File: config.mk
export PLATFORM = sky130hd
export DESIGN_NAME = string_led_receiver
export DESIGN_NICKNAME = d
export VERILOG_FILES = /design/src/rtl/string_led_receiver.sv
export SDC_FILE = /design/constraint.sdc
export NUM_CORES = 1
export LEC_CHECK = 0
export ABC_AREA = 1
export CAP_MARGIN = 20
export CORE_AREA = 2 2 109 69
export CTS_BUF_LIST = sky130_fd_sc_hd__clkbuf_8
export DETAILED_ROUTE_END_ITERATION = 16
export DIE_AREA = 0 0 111 71
export GPL_ROUTABILITY_DRIVEN = 0
export PLACE_DENSITY = 0.7
export REMOVE_ABC_BUFFERS = 1
export SYNTH_ARGS = -nofsm -noshare
export SYNTH_HDL_FRONTEND = slang
export SYNTH_SLANG_ARGS = --single-unit
File: constraint.sdc
create_clock -name wb_clk_i -period 3.7 [get_ports wb_clk_i]
set_input_delay 0.37 -clock wb_clk_i [delete_from_list [all_inputs] [get_ports wb_clk_i]]
set_output_delay 0.37 -clock wb_clk_i [all_outputs]
set_load 0.01 [all_outputs]
File: src/rtl/string_led_receiver.sv
// rtl/string_led_receiver.sv - WS2812-style one-wire LED pixel receiver with downstream forwarding
module string_led_receiver #(
  parameter int BIT_THRESH   = 20,
  parameter int MIN_HIGH     = 4,
  parameter int MAX_HIGH     = 60,
  parameter int RESET_CYCLES = 2000
) (
  input  logic        wb_clk_i,
  input  logic        wb_rst_i,
  input  logic        din,
  output logic        dout,
  output logic [23:0] pixel_data,
  output logic        pixel_valid,
  output logic        frame_end,
  output logic        rx_error
);

  typedef enum logic [1:0] {SYNC, RX, FORWARD} state_t;

  localparam logic [11:0] GAP_CNT = 12'(RESET_CYCLES - 1);
  localparam logic [7:0]  THR     = 8'(BIT_THRESH);
  localparam logic [7:0]  MIN_H   = 8'(MIN_HIGH);
  localparam logic [7:0]  MAX_H   = 8'(MAX_HIGH);

  state_t      state, state_next;
  logic        din_m, din_s, din_d;
  logic [7:0]  high_cnt;
  logic [11:0] low_cnt;
  logic [4:0]  bit_cnt;
  logic [22:0] shreg;
  logic        fall, gap, bit_val, bit_bad;
  logic        shift_en, load_pix, err;

  // high_cnt still holds the completed pulse length on the clock din_s drops
  assign fall      = din_d & ~din_s;
  assign gap       = ~din_s && (low_cnt == GAP_CNT);
  assign frame_end = gap;
  assign bit_bad   = (high_cnt < MIN_H) || (high_cnt > MAX_H);
  assign bit_val   = (high_cnt >= THR);

  always_ff @(posedge wb_clk_i) begin
    if (wb_rst_i) state <= SYNC;
    else          state <= state_next;
  end

  always_comb begin
    state_next = state;
    shift_en   = 1'b0;
    load_pix   = 1'b0;
    err        = 1'b0;
    if (gap) begin
      state_next = RX;
    end else begin
      case (state)
        RX: begin
          if (fall) begin
            if (bit_bad) begin
              err        = 1'b1;
              state_next = SYNC;
            end else if (bit_cnt == 5'd23) begin
              load_pix   = 1'b1;
              state_next = FORWARD;
            end else begin
              shift_en = 1'b1;
            end
          end
        end
        default: ;
      endcase
    end
  end

  always_ff @(posedge wb_clk_i) begin
    if (wb_rst_i) begin
      din_m       <= 1'b0;
      din_s       <= 1'b0;
      din_d       <= 1'b0;
      high_cnt    <= 8'd0;
      low_cnt     <= 12'd0;
      bit_cnt     <= 5'd0;
      shreg       <= 23'd0;
      pixel_data  <= 24'h000000;
      pixel_valid <= 1'b0;
      rx_error    <= 1'b0;
      dout        <= 1'b0;
    end else begin
      din_m <= din;
      din_s <= din_m;
      din_d <= din_s;

      if (!din_s)                 high_cnt <= 8'd0;
      else if (high_cnt != 8'hFF) high_cnt <= high_cnt + 8'd1;

      if (din_s)                    low_cnt <= 12'd0;
      else if (low_cnt != 12'hFFF)  low_cnt <= low_cnt + 12'd1;

      pixel_valid <= load_pix;
      rx_error    <= err;
      dout        <= (state == FORWARD) & din_s;

      if (gap || err) begin
        bit_cnt <= 5'd0;
        shreg   <= 23'd0;
      end else if (load_pix) begin
        pixel_data <= {shreg, bit_val};
        bit_cnt    <= 5'd0;
        shreg      <= 23'd0;
      end else if (shift_en) begin
        shreg   <= {shreg[21:0], bit_val};
        bit_cnt <= bit_cnt + 5'd1;
      end
    end
  end

endmodule
## After elaboration in Yosys (flattened, before gate mapping)

Index checks and enable logic that the tools add are counted.

- Register bits: 80
- Input port bits: 3
- Logic and storage cells: 62

- $add $sub $neg: 3
- Magnitude comparators: 3
- Equality and inequality tests: 6
- Multiplexer cells: 19
- Bitwise gates (word level): 4
- Reductions and logical operators: 14

Operator list:

| kind | number |
|---|---|
| $mux W1 | 17 |
| $add A12 B1 Y12 const B | 1 |
| $eq A12 B11 Y1 const B | 1 |
| $ne A12 B12 Y1 const B | 1 |
| $add A8 B1 Y8 const B | 1 |
| $ge A8 B5 Y1 const B | 1 |
| $gt A8 B6 Y1 const B | 1 |
| $lt A8 B3 Y1 const B | 1 |
| $ne A8 B8 Y1 const B | 1 |
| $reduce_and A3 Y1 | 2 |
| $reduce_bool A2 Y1 | 3 |
| $reduce_or A2 Y1 | 3 |
| $add A5 B1 Y5 const B | 1 |
| $eq A5 B5 Y1 const B | 1 |
| $mux W2 | 2 |
| $reduce_bool A3 Y1 | 1 |
| $reduce_or A3 Y1 | 1 |
| $and A1 B1 Y1 | 2 |
| $eq A2 B1 Y1 const B | 1 |
| $eq A2 B2 Y1 const B | 1 |
| $logic_or A1 B1 Y1 | 2 |
| $not A1 Y1 | 2 |
| $reduce_and A2 Y1 | 1 |
| $logic_and A1 B1 Y1 | 1 |

## Longest topological paths before layout

- Depth after elaboration: 9
- Gate-level depth with buffers: 11
- Depth with buffers taken out: 10

## Worst setup path after synthesis

Ideal clock, no wire load.

- Path kind: register -> register
- Start point: register low_cnt[0]
- End point: register bit_cnt[1]
- Library setup time: 0.117 ns
- Arrival: 1.395 ns
- Required time: 3.583 ns
- Setup slack: 2.188 ns
- Cell stages (with the launch flop): 10
- Path buffers: 1
- Period minus slack after synthesis: 1.512 ns
- Cells stage by stage: dfxtp_1 ha_1 nand2_2 nor2_2 nand3_4 nand2_2 inv_2 nand2_2 buf_6 a21oi_1

- Cells in the longest elaborated chain, start to end: 5
- Elaborated cells between the ends (all ways): 7

RTL lines:

| what | line | RTL |
|---|---|---|
| start, declared | 28 | `logic [11:0] low_cnt;` |
| start signal, assigned | 95 | `else if (low_cnt != 12'hFFF) low_cnt <= low_cnt + 12'd1;` |
| $eq A12 B11 Y1 (*) | 36 | `assign gap = ~din_s && (low_cnt == GAP_CNT);` |
| $logic_and A1 B1 Y1 (*) | 36 |  |
| $mux W1 | 51 | `if (gap) begin` |
| $logic_or A1 B1 Y1 | 101 | `if (gap \|\| err) begin` |
| $reduce_or A3 Y1 (no line) | n/a |  |
| end signal, assigned | 110 | `bit_cnt <= bit_cnt + 5'd1;` |
| end, declared | 29 | `logic [4:0] bit_cnt;` |

Mark *: on every way between the ends. The rest lies on a longest branch, timed or not.
A chain may end at the register's enable or synchronous reset.

## Worst setup path in the final report

- Start point: register low_cnt[0]
- End point: output frame_end

- Cells in the longest elaborated chain, start to end: 2

RTL lines:

| what | line | RTL |
|---|---|---|
| $eq A12 B11 Y1 | 36 |  |
| $logic_and A1 B1 Y1 | 36 |  |
| end, declared | 14 | `output logic frame_end,` |

No other way between the ends.

==> flow_metrics.py <==
metrics = {
    "floorplanning": {
        "core_area_um2": 6940,
        "die_y_um": 71,
        "num_rows": 24,
        "dieArea_um2": 7880,
        "die_w_um": 111,
        "ioPinCount": 31,
        "start_util_pct": 48.2,
    },
    "clock_tree": {
        "cts_hold_buffers": 0,
        "numClockSinks": 80,
        "ctsLongestPathBuffers": 2,
        "tritoncts": "done",
        "h-tree-depth": 3,
        "clkLatencyLatePin_ns": 0.35,
        "cts_root_buffer": "clkbuf_8",
        "cts_resized": 0,
        "post_cts_buffers": 0,
        "path_clk_slew_ns": 0.08,
        "cts_buffers": 9,
    },
    "synthesis": {
        "ys.warnings.count": 0,
        "synth_top_cell_by_area": "dfxtp_1",
        "ys_top_cells_by_area": "dfxtp_1 (48%), nand2_1 (16%), a21oi_2 (5.2%)",
        "synthCells": 419,
        "ys_seq_area_share_pct": 47.9,
        "synth-seq-cells": 80,
        "syn_area_um2": 3340,
        "yosysTopAreaCellShare_pct": 47.9,
        "yosysUniqueCellTypes": 32,
        "synth.avg_cell_area_um2": 7.98,
    },
    "worst_setup_path": {
        "crit_path_top_delay_cell": "clkdlybuf4s50_1",
        "end_kind": "primary output",
        "start_kind": "register",
        "arrival_ns": 1.98,
        "worst-path-buf-inv": 2,
        "path_cells": "ha_1 -> nand2_2 -> nor2_2 -> nand3_4 -> inv_1 -> clkdlybuf4s50_1",
        "critical_path_class": "register to primary output",
        "critical-path-top-delay-family": "buffers and inverters",
        "required_ns": 3.33,
        "ff2ff_setup_slack_ns": 1.62,
        "critPathMaxStageDelay_ns": 0.52,
        "path_max_fanout": 5,
    },
    "finish": {
        "fillers": 664,
        "multiInputGateArea_um2": 1480,
        "area_growth_pct": 16.2,
        "seqCellArea_um2": 1600,
        "fin_area_um2": 3880,
        "drive_gt1_share_pct": 13.5,
        "num-nets-final": 455,
        "finalNonFillerCells": 544,
        "antenna_cells": 0,
    },
    "route": {
        "wl_um": 6210,
        "post_drt_wl_per_cell_um": 11.4,
        "drc": 0,
        "viasPerCell": 4.84,
        "drt-pass1-iter-count": 5,
        "ant_nets": 0,
        "drtIter0Drc": 145,
        "vias": 2633,
    },
    "placement": {
        "place_area_um2": 3640,
        "dp.final_hpwl_um": 4260,
        "dp_cells": 527,
        "port_buffers": 30,
    },
    "sta": {
        "worst-slew-pin-transition_ns": 0.793,
        "finalClockSkew_ns": 0.0101,
        "grt_setup_unrepaired": "false",
        "fin_tns_setup_ns": 0,
        "timing.final.max_slew_violations": 0,
        "setup_viol": 0,
        "fmax_mhz": 426,
        "min_period_ns": 2.35,
        "relSlewSlack_pct": 47.1,
        "hold_viol": 0,
        "period_share_pct": 63.4,
    },
    "worst_hold_path": {
        "hp-class": "register to register",
    },
    "grt": {
        "grt_usage_pct": 16.8,
        "grt_overflow": 0,
        "grt_pass1_wl_um": 10800,
        "grt_pass1_vias": 2421,
        "grt_max_degree": 31,
        "antenna_found_initial": 0,
    },
    "job": {
        "cap_violations": 0,
    },
    "run_status": {
        "outcome": "finished clean",
    },
    "power": {
        "peakVddDrop_mv": 0.191,
        "finalPower_mw": 1.61,
        "power_density_nw_per_um2": 415,
        "leakagePower_nw": 1.57,
    },
}
area by class of cell:
cell class                      instances  share of cell area (%)
Sequential cell                        80                    41.3
Multi-Input combinational cell        289                    38.2
Timing Repair Buffer                   31                    8.02
Inverter                               37                    3.64
Clock buffer                           10                    3.54
Tap cell                               91                    2.93
Clock inverter                          6                    2.38
placed cells by master, fill, tap and decap left out, drive strengths merged:
master         instances
nand4                  2
xnor2                  6
xor2                   7
a31oi                  2
nand3                 34
ha                     4
clkinvlp               2
nand2                147
clkinv                 2
o21ai                 10
buf                    1
a21oi                 38
nor4                   1
inv                   37
dfxtp                 80
clkdlybuf4s50         30
nand3b                 2
nor2                  27
bufinv                 2
or2                    1
clkbuf                10
nor3                   8
synthesized netlist by cell type:
| cell type | instances |
|---|---|
| buf_8 | 2 |
| xnor2_1 | 6 |
| nor3_4 | 2 |
| a21oi_2 | 20 |
| or2_2 | 1 |
| inv_2 | 4 |
| inv_1 | 32 |
| nand2_1 | 139 |
| a31oi_1 | 2 |
| clkbuf_1 | 2 |
| xor2_1 | 7 |
| nand3b_1 | 1 |
| buf_6 | 4 |
| nand2_4 | 2 |
| nor2_1 | 23 |
| nor2_2 | 4 |
| buf_2 | 2 |
| nand3_2 | 1 |
| buf_4 | 3 |
| nor3_2 | 1 |
| nor3_1 | 5 |
| dfxtp_1 | 80 |
| inv_4 | 1 |
| nand3_1 | 32 |
| nand3_4 | 1 |
| o21ai_0 | 10 |
| nand3b_2 | 1 |
| nand2_2 | 6 |
| ha_1 | 4 |
| nand4_1 | 2 |
| nor4_1 | 1 |
| a21oi_1 | 18 |
worst min-delay path: stages (launching register included):
cell and delay, ns:
dfxtp_1 0.30, inv_1 0.04, nor2_1 0.03
flip-flops by register name, indices dropped and copies added, names as in the netlist:
register / flops
bit_cnt: 5
high_cnt: 8
shreg: 23
low_cnt: 12
rx_error: 1
din_m: 1
pixel_data: 24
state: 2
pixel_valid: 1
din_s: 1
dout: 1
din_d: 1
power by group:
part           switching [mW]  leakage, nW  internal, mW
logic                  0.0205        0.818       0.00724
registers             0.00361        0.645         0.864
clock network           0.314        0.109         0.400
worst paths after layout:
check	from	to	cells past startpoint
setup / recovery	low_cnt[0]$_SDFFE_PP0P_	frame_end	6
hold / removal	din_m$_SDFF_PP0_	din_s$_SDFF_PP0_	2
setup reg to reg	low_cnt[0]$_SDFFE_PP0P_	bit_cnt[0]$_SDFFE_PP0P_	10
hold reg to reg	din_m$_SDFF_PP0_	din_s$_SDFF_PP0_	2
metrics by stage:
| stage | util, % | hold WS [ns] | setup WS, ns |
|---|---|---|---|
| floorplan | - | 0.388 | 1.88 |
| global placement | 52.5 | 0.400 | 1.16 |
| detailed placement | 52.5 | 0.397 | 1.11 |
| CTS | 55.8 | 0.410 | 1.32 |
| global route | 56.0 | 0.435 | 1.22 |
| finish | 56.0 | 0.408 | 1.35 |
layer usage:
metal / global-route usage, % / part of all wire (%) / vias up
li1: - / - / 1387
met4: 5.42 / 1.4 / 0
met1: 22.2 / 51 / 1202
met5: 0 / 0 / -
met3: 4.88 / 4.1 / 8
met2: 26.9 / 43 / 36
cells by family after synthesis:
kind of cell / after synthesis / synth area share [%]
adders and majority gates: 4 / 1.50
buffers and inverters: 50 / 7.68
AOI/OAI and AO/OA: 50 / 9.81
DFF: 80 / 47.9
and+or+nand+nor: 222 / 29.7
xor gates and xnor gates: 13 / 3.41
Note: power is estimated with default switching activity, not from simulation.
